## config.mk

```make
export PLATFORM = sky130hd
export DESIGN_NAME = result_collector
export DESIGN_NICKNAME = d
export VERILOG_FILES = /design/src/rtl/result_collector.sv
export SDC_FILE = /design/constraint.sdc
export NUM_CORES = 1
export LEC_CHECK = 0
export CAP_MARGIN = 20
export CORE_MARGIN = 2
export CORE_UTILIZATION = 30
export CTS_CLUSTER_DIAMETER = 50
export DETAILED_ROUTE_END_ITERATION = 16
export PLACE_DENSITY_LB_ADDON = 0.05
export SLEW_MARGIN = 10
export SYNTH_ARGS = -nofsm -noshare
export SYNTH_HDL_FRONTEND = slang
export SYNTH_SLANG_ARGS = --single-unit
```

## constraint.sdc

```tcl
create_clock -name clk -period 3.4 [get_ports clk]
set_input_delay 0.68 -clock clk [delete_from_list [all_inputs] [get_ports clk]]
set_output_delay 0.68 -clock clk [all_outputs]
set_load 0.05 [all_outputs]
```

## src/rtl/result_collector.sv

```systemverilog
// Captures control-stage results tagged with their mode into a first-word fall-through FIFO.
// Optional carry/borrow statistics are compiled in when RC_STATS_EN is defined.
module result_collector #(
    parameter int DEPTH = 4,
    parameter int CW    = 8
) (
    input  logic                     clk,
    input  logic                     rst,
    input  logic                     enb,
    input  logic [1:0]               modo,
    input  logic [3:0]               Q,
    input  logic                     RCO,
    output logic                     out_vld,
    input  logic                     out_rdy,
    output logic [3:0]               out_Q,
    output logic                     out_RCO,
    output logic [1:0]               out_modo,
    output logic [$clog2(DEPTH):0]   count,
    output logic                     full,
    output logic                     empty,
    output logic                     ovf
`ifdef RC_STATS_EN
    ,
    output logic [CW-1:0]            carry_cnt,
    output logic [CW-1:0]            borrow_cnt
`endif
);

    localparam int AW = $clog2(DEPTH);
    localparam logic [AW:0] FULL_CNT = (AW+1)'(DEPTH);

    if (DEPTH < 2 || (DEPTH & (DEPTH - 1)) != 0) begin : g_bad_depth
        $error("result_collector: DEPTH must be a power of two >= 2");
    end
    if (CW < 1) begin : g_bad_cw
        $error("result_collector: CW must be >= 1");
    end

    logic            pend;
    logic [1:0]      pend_modo;
    logic [6:0]      mem [DEPTH];
    logic [AW-1:0]   wr_ptr;
    logic [AW-1:0]   rd_ptr;
    logic [6:0]      wdata;
    logic [6:0]      head;
    logic            pop;
    logic            accept;
    logic            drop;

    // A clear reports zero regardless of what the result bus carries
    assign wdata  = (pend_modo == 2'b11) ? 7'b1100000 : {pend_modo, RCO, Q};
    assign pop    = out_vld & out_rdy;
    assign accept = pend & (!full | pop);
    assign drop   = pend & full & !pop;

    assign empty   = (count == '0);
    assign full    = (count == FULL_CNT);
    assign out_vld = !empty;

    assign head     = empty ? 7'b0 : mem[rd_ptr];
    assign out_modo = head[6:5];
    assign out_RCO  = head[4];
    assign out_Q    = head[3:0];

    always_ff @(posedge clk) begin
        if (rst) begin
            pend      <= 1'b0;
            pend_modo <= 2'b00;
            wr_ptr    <= '0;
            rd_ptr    <= '0;
            count     <= '0;
            ovf       <= 1'b0;
        end else begin
            pend      <= enb & (modo != 2'b00);
            pend_modo <= modo;
            if (accept) wr_ptr <= wr_ptr + 1'b1;
            if (pop)    rd_ptr <= rd_ptr + 1'b1;
            case ({accept, pop})
                2'b10:   count <= count + 1'b1;
                2'b01:   count <= count - 1'b1;
                default: count <= count;
            endcase
            if (drop) ovf <= 1'b1;
        end
    end

    // Storage needs no reset: the head is masked to zero while empty
    always_ff @(posedge clk) begin
        if (!rst && accept) mem[wr_ptr] <= wdata;
    end

`ifdef RC_STATS_EN
    always_ff @(posedge clk) begin
        if (rst) begin
            carry_cnt  <= '0;
            borrow_cnt <= '0;
        end else if (accept && wdata[4]) begin
            if (wdata[6:5] == 2'b01 && carry_cnt != '1)
                carry_cnt <= carry_cnt + 1'b1;
            if (wdata[6:5] == 2'b10 && borrow_cnt != '1)
                borrow_cnt <= borrow_cnt + 1'b1;
        end
    end
`endif

endmodule

```

Word level (Yosys, flattened, before mapping)
Memories as Yosys holds them, arrays and structs flattened. A register that Yosys moved wholly into a read port is not among the register bits. Cells that the tools add are included.

Equal/unequal tests: 4. Shift operators: 0. Bitwise operators: 6. $mul: 0. $lt $le $gt $ge: 0. Add/sub/neg operators: 4. Div/mod/pow operators: 0. Reduce and logical (&&, ||, !) cells: 8. Mux-type cells: 7.

Operators with widths (number): $mux 7 (2); $pmux 3 s2 (1); $and 1x1->1 (5); $add 2x1->2 const B (2); $eq 2x2->1 const B (2); $logic_not 1->1 (4); $mux 2 (2); $reduce_bool 2->1 (2); $add 3x1->3 const B (1); $eq 3x3->1 const B (1); $logic_not 3->1 (1); $sub 3x1->3 const B (1); $eq 2x1->1 const B (1); $mux 1 (2); $logic_and 1x1->1 (1); $or 1x1->1 (1).

Bits in writable memories: 28. Flip-flop bits (word level): 11. Output and inout port bits: 14. Bits in read-only memories: 0. Latch bits: 0. Input bits: 11. Logic and storage cells: 36. Memories kept: 1.

Memory list: mem (depth 4, bits a word 7, read ports 1, clocked after memory_dff 1, wr ports 1, RTL line 41) `logic [6:0] mem [DEPTH];`.

Depth between registers and ports, before layout
Gate-level depths: netlist (run 1).

Word-level depth: 8. Gate-level depth with buffers: 7. Mapped depth without buffers: 6.

Worst setup path before layout (run 1)
Ideal clock, no wire load.

Kind: flip-flop to output port. Start: reg count[1]. End: out out_vld. Stages on the path, launching flop included: 4. Data arrival time: 2.827 ns. Buffers on the path: 1. Data required time: 2.720 ns. Slack: -0.107 ns. Path through: dfxtp_1 buf_2 nor3_1 inv_1.

Longest elaborated chain between the ends: 2.

RTL lines: from (decl) (RTL line 18) `output logic [$clog2(DEPTH):0] count,`; from (signal assigned) (RTL line 79) `2'b10: count <= count + 1'b1;`; from (signal assigned) (RTL line 80) `2'b01: count <= count - 1'b1;`; from (signal assigned) (RTL line 81) `default: count <= count;`; $logic_not 3->1 (RTL line 56) `assign empty = (count == '0);`; via empty (RTL line 20) `output logic empty,`; $logic_not 1->1 (RTL line 58) `assign out_vld = !empty;`; to (decl) (RTL line 13) `output logic out_vld,`.

The timed path passes the listed nets, and every way through them passes these cells.

==> results of run 1 <==
## layer usage
layer / routed length, um / GRT usage (%) / share of wire (%) / vias up
met2: 1720 / 18.6 / 49 / 20
met1: 1640 / 15.3 / 47 / 510
li1: - / - / - / 525
met5: 0 / 0 / 0 / -
met4: 23 / 4.50 / 0.65 / 0
met3: 128 / 3.30 / 3.6 / 2
## final cells by class
class / instances / area, um^2 / area share, %
multi-input combinational: 71 / 632 / 28.3
tap: 75 / 93.8 / 4.20
sequential: 41 / 1100 / 49.2
timing repair buffer: 31 / 293 / 13.1
clock inverter: 3 / 17.5 / 0.783
inverter: 8 / 30.0 / 1.34
clock buffer: 5 / 68.8 / 3.08
## cell families (layout without fill, tap and decap cells)
family,Yosys count,after routing
DFF,41,41
muxes,9,9
adders and majority gates,5,5
and+or+nand+nor,42,42
AOI/OAI and AO/OA,11,11
buffers and inverters,19,47
xor gates and xnor gates,4,4
## power breakdown
group          leakage [uW]  total, uW  switching [uW]  internal [uW]
clock network     0.0000455        307             165            142
registers          0.000360        556            14.1            542
logic              0.000354        125            69.2           55.9
## through the flow
stage / hold slack, ns / setup slack [ns] / utilization (%)
after detailed placement: 0.469 / 0.442 / 36.5
after floorplan: 0.482 / 0.654 / -
final: 0.477 / 0.370 / 38.0
after global routing: 0.534 / 0.226 / 38.0
after CTS: 0.488 / 0.282 / 38.0
after global placement: 0.459 / 0.518 / 36.5
## layout by cell type, fill, tap and decap left out, types with 3 or more instances in the layout
cell and n:
clkdlybuf4s50_1 24, buf_4 7, mux4_2 7, edfxtp_1 28
and2_1 5, ha_1 4, nor2_1 9, dfxtp_1 13
inv_1 8, nor3b_1 5, nor2b_1 8, or2_2 3
nand3_1 3, xor2_1 4, clkbuf_8 5
## registers in the layout, summed over array words and instances (netlist names), named ones only
signal     count
wr_ptr         2
pend_modo      2
mem           28
count          3
ovf            1
pend           1
rd_ptr         2
## how the worst max path moves through the flow
stage	start	cells after the start	slack [ns]	endpoint
floorplan	count[0]	3	0.65	out_vld
global placement	out_rdy	7	0.52	count[2]
detailed placement	out_rdy	7	0.44	count[2]
CTS	flop	3	0.28	out_Q[0]
global route	flop	3	0.23	out_Q[0]
finish	flop	3	0.37	out_Q[0]
## worst max-delay path: stages (launching register included)
cell and delay [ns]:
dfxtp_1 0.65, mux4_2 0.56, and2b_1 0.16, clkdlybuf4s50_1 0.69
==> results.sh, run 1 <==
export IMPL_stdcell_count=234
export IMPL_synth_top_family_by_area="simple AND/OR/NAND/NOR gates"
export IMPL_cts_tree="yes"
export IMPL_nFillCells=577
export IMPL_syn_area_mm2=0.00181
export IMPL_clk_latency_ns=0.29
export IMPL_powerDensity_mw_per_mm2=442
export IMPL_io_buffer_count=24
export IMPL_rows=28
export IMPL_drc=0
export IMPL_synth_compound_area_share_pct=4.76
export IMPL_num_io_pins=25
export IMPL_syn2layout_area_growth_pct=23.2
export IMPL_detail_route_wl_per_cell_um=15.0
export IMPL_fmax_mhz=330
export IMPL_avgSynthCellArea_um2=13.8
export IMPL_overflow=0
export IMPL_synthMuxAreaShare_pct=10.1
export IMPL_endpoint_kind="output pin"
export IMPL_ys_flop_type="edfxtp_1"
export IMPL_synth_top_area_share_pct=46.3
export IMPL_totalWireLength_um=3520
export IMPL_synth_edf_count=28
export IMPL_status="completed"
export IMPL_place_area_mm2=0.00215
export IMPL_post_dp_hpwl_um=2410
export IMPL_r2r_end="count[2]"
export IMPL_synth_simple_area_share_pct=13.9
export IMPL_ys_async_sr_fraction_pct=0
export IMPL_fin_area_mm2=0.00224
export IMPL_cts_hold_buf=0
export IMPL_diodes=0
export IMPL_whs_path_depth=2
export IMPL_cts_max_level=2
export IMPL_yosysWarningCount=0
export IMPL_synth_xor_area_share_pct=1.93
export IMPL_synth_seq_cells=41
export IMPL_grt_max_degree=16
export IMPL_clockBufferDepth=2
export IMPL_grt_pass1_wl_um=5550
export IMPL_post_cts_buffers=0
export IMPL_tns_ns=0
export IMPL_hp_start="ovf"
export IMPL_coreArea_mm2=0.00589
export IMPL_worst_r2r_cell_count=6
export IMPL_place_inst=226
export IMPL_path_class="reg2out"
export IMPL_worstHoldPathType="reg2reg"
export IMPL_post_cts_resized=0
export IMPL_drt_iter0_markers=42
export IMPL_viasPerCell=4.52
export IMPL_power_leakage_uw=0.000760
export IMPL_slew_headroom_pct=65.1
export IMPL_rr_startpoint="count[0]"
export IMPL_fp_dieW_um=81.8
export IMPL_antenna_found_initial=0
export IMPL_drv_cap=0
export IMPL_synth_fa_ha_area_share_pct=3.86
export IMPL_netlist_cell_type_count=37
export IMPL_finalSetupViolCount=0
export IMPL_whs_endpoint="ovf"
export IMPL_ant_nets=0
export IMPL_crit_required_ns=2.72
export IMPL_cts_buffers=5
export IMPL_hold_viol_final=0
export IMPL_maxSlewViolCount=0
export IMPL_reg2reg_slack_ns=1.00
export IMPL_rsz0062_at_grt="false"
export IMPL_grt_pass1_vias=1071
export IMPL_tightest_slew_ns=0.522
export IMPL_clkTransAtPathRegs_ns=0.08
export IMPL_gp_congestion=0.691
export IMPL_startpoint_type="flop"
export IMPL_critPathMaxFanout=7
export IMPL_synth_area_leaders="edfxtp_1 (46%), dfxtp_1 (14%), mux4_2 (8.7%)"
export IMPL_nets=174
export IMPL_synth_commonest_cells="edfxtp_1 (28), dfxtp_1 (13), nor2_1 (9)"
export IMPL_root_buffer="clkbuf_8"
export IMPL_post_route_period_util_pct=89.1
export IMPL_die_area_mm2=0.00669
export IMPL_die_h_um=81.8
export IMPL_track_usage_pct=11.8
export IMPL_post_route_min_period_ns=3.03
export IMPL_initial_core_util_pct=30.8
export IMPL_drt_pass1_iter_count=3
export IMPL_yosysTopAreaCell="edfxtp_1"
export IMPL_cts_sinks=41
export IMPL_arrival_ns=2.35
export IMPL_irDropWorstVdd_uv=209
export IMPL_synth_most_common_cell="edfxtp_1"
export IMPL_netlist_instances=131
export IMPL_final_setup_skew_ns=0.00193
export IMPL_dr_total_vias=1057
export IMPL_synth_nets=147
export IMPL_drive_above_1_share_pct=17.6
export IMPL_ys_seq_area_share_pct=60.7
export IMPL_p_total_uw=988
Note: power is estimated with default switching activity, not from simulation.
==> inputs of run 2 (changes only) <==
--- a/config.mk
+++ b/config.mk
@@ -11,6 +11,7 @@
 export CTS_CLUSTER_DIAMETER = 50
 export DETAILED_ROUTE_END_ITERATION = 16
 export PLACE_DENSITY_LB_ADDON = 0.05
+export SKIP_CTS_REPAIR_TIMING = 1
 export SLEW_MARGIN = 10
 export SYNTH_ARGS = -nofsm -noshare
 export SYNTH_HDL_FRONTEND = slang
==> results of run 2 <==
Final layout, timing and power as in run 1 (identical DEF).
==> inputs of run 3 (changes only) <==
--- a/config.mk
+++ b/config.mk
@@ -5,6 +5,7 @@
 export SDC_FILE = /design/constraint.sdc
 export NUM_CORES = 1
 export LEC_CHECK = 0
+export ABC_AREA = 1
 export CAP_MARGIN = 20
 export CORE_MARGIN = 2
 export CORE_UTILIZATION = 30
==> run 3 against run 2 <==
Compared with the run above: routed wire length shrank 1.0%; count of clock-buffer cells in the layout is the same; die area shrank 3.3%; fmax grew 0.30%; critical endpoint is now out_Q[1]; largest power group unchanged.
==> results.sh, run 3 <==
export IMPL_status="completed"
export IMPL_antenna_found_initial=0
export IMPL_synth_edf_count=28
export IMPL_ant_nets=0
export IMPL_dr_total_vias=1218
export IMPL_drt_pass1_iter_count=4
export IMPL_die_area_mm2=0.00647
export IMPL_largest_register="mem"
export IMPL_overflow=0
export IMPL_netlist_instances=177
export IMPL_clkTransAtPathRegs_ns=0.08
export IMPL_clk_latency_ns=0.29
export IMPL_drt_iter0_markers=109
export IMPL_coreArea_mm2=0.00557
export IMPL_cts_sinks=41
export IMPL_path_class="reg2out"
export IMPL_ys_seq_area_share_pct=62.9
export IMPL_synth_commonest_cells="nor2_1 (45), edfxtp_1 (28), inv_1 (25)"
export IMPL_r2r_end="count[2]"
export IMPL_yosysWarningCount=0
export IMPL_cts_max_level=2
export IMPL_synth_most_common_cell="nor2_1"
export IMPL_powerDensity_mw_per_mm2=702
export IMPL_final_setup_skew_ns=0.00689
export IMPL_synth_seq_cells=41
export IMPL_layout_commonest_cell="nor2_1"
export IMPL_finalSetupViolCount=0
export IMPL_viasPerCell=4.35
export IMPL_yosysTopAreaCell="edfxtp_1"
export IMPL_synth_top_area_share_pct=48.0
export IMPL_worstHoldPathType="reg2reg"
export IMPL_grt_pass1_vias=1211
export IMPL_fp_dieW_um=80.4
export IMPL_hold_ws_ns=0.492
export IMPL_post_route_period_util_pct=88.8
export IMPL_arrival_ns=2.34
export IMPL_largest_reg_flops=28
export IMPL_fin_area_mm2=0.00220
export IMPL_crit_required_ns=2.72
export IMPL_rr_startpoint="count[2]"
export IMPL_mostFrequentLayoutCells="nor2_1 (45), edfxtp_1 (28), inv_1 (25), clkdlybuf4s50_1 (24), o21ai_0 (17)"
export IMPL_netlist_cell_type_count=23
export IMPL_tightest_slew_ns=0.518
export IMPL_post_route_min_period_ns=3.02
export IMPL_post_dp_hpwl_um=2420
export IMPL_top_regs="mem (28), count (3)"
export IMPL_initial_core_util_pct=31.4
export IMPL_drive_above_1_share_pct=8.65
export IMPL_grt_max_degree=16
export IMPL_cts_buffers=5
export IMPL_rows=27
export IMPL_path_cells="inv_1 > o21ai_0 > a21oi_1 > clkdlybuf4s50_1"
export IMPL_tns_ns=0
export IMPL_drc=0
export IMPL_diodes=0
export IMPL_whs_path_depth=1
export IMPL_grt_pass1_wl_um=5730
export IMPL_startpoint_type="flop"
export IMPL_endpoint_kind="output pin"
export IMPL_cp_slowest_cell="clkdlybuf4s50_1"
export IMPL_critPathMaxFanout=15
export IMPL_fmax_mhz=331
export IMPL_whs_endpoint="ovf"
export IMPL_reg2reg_slack_ns=1.71
export IMPL_detail_route_wl_per_cell_um=12.4
export IMPL_final_core_util_pct=39.4
export IMPL_cpPeakStageDelay_ns=0.71
export IMPL_stdcell_count=280
export IMPL_gp_congestion=0.799
export IMPL_cts_tree="yes"
export IMPL_io_buffer_count=24
export IMPL_totalWireLength_um=3480
export IMPL_hold_viol_final=0
export IMPL_avgSynthCellArea_um2=9.90
export IMPL_drv_cap=0
export IMPL_clockBufferDepth=2
export IMPL_place_area_mm2=0.00209
export IMPL_synth_area_leaders="edfxtp_1 (48%), dfxtp_1 (15%), nor2_1 (9.6%)"
export IMPL_track_usage_pct=12.0
export IMPL_ys_async_sr_fraction_pct=0
export IMPL_maxSlewViolCount=0
export IMPL_worst_r2r_cell_count=10
export IMPL_syn2layout_area_growth_pct=25.4
export IMPL_place_inst=272
export IMPL_nets=223
export IMPL_irDropWorstVdd_uv=392
export IMPL_slew_headroom_pct=65.4
export IMPL_syn_area_mm2=0.00175
export IMPL_num_io_pins=25
export IMPL_die_h_um=80.4
export IMPL_hp_start="ovf"
export IMPL_synth_nets=193
export IMPL_root_buffer="clkbuf_8"
export IMPL_power_leakage_uw=0.000855
export IMPL_rsz0062_at_grt="false"
export IMPL_ys_flop_type="edfxtp_1"
run 3: through the flow:
step                      power [uW]  worst slack [ns]
after detailed placement        1180             0.679
after CTS                       1560             0.359
after global placement          1170             0.741
after floorplan                  993             0.166
after global routing            1620             0.159
final                           1540             0.380
run 3: cell families (layout without fill, tap and decap cells):
family	after synthesis	in the layout	synth area share (%)
flip-flops	41	41	62.9
AND/OR/NAND/NOR	68	68	16.8
buffers and inverters	32	63	7.21
adder cells (fa/ha/maj)	5	5	4.00
AO/OA/AOI/OAI	31	31	9.14
run 3: final cells by class:
class,instances,area (um^2)
multi-input combinational,104,524
timing repair buffer,28,270
clock inverter,3,41.3
sequential,41,1100
tap,72,90.1
inverter,27,101
fill,568,3380
clock buffer,5,68.8
run 3: power breakdown:
part,leakage [uW],internal (uW),switching (uW)
Clock,0.0000518,216,167
Sequential,0.000361,560,31.6
Combinational,0.000442,177,391
Total,0.000855,953,589
run 3: layer usage:
metal	vias up	share of wire (%)	GRT usage (%)
li1	633	-	-
met1	549	46	13.7
met2	30	48	21.3
met3	6	4.9	3.48
met4	0	1.1	4.07
met5	-	0	0
run 3: worst max-delay path by stage:
stage                  start     endpoint
floorplan           count[2]     out_Q[0]
global placement        flop  out_modo[0]
detailed placement      flop     out_Q[1]
CTS                     flop     out_Q[2]
global route            flop     out_Q[3]
finish                  flop     out_Q[1]
run 3: worst max-delay path, delay by kind of cell (launching register included):
family	cells	cell delay [ns]
AOI/OAI and AO/OA	2	0.35
buffers and inverters	2	1.05
DFF	1	0.65
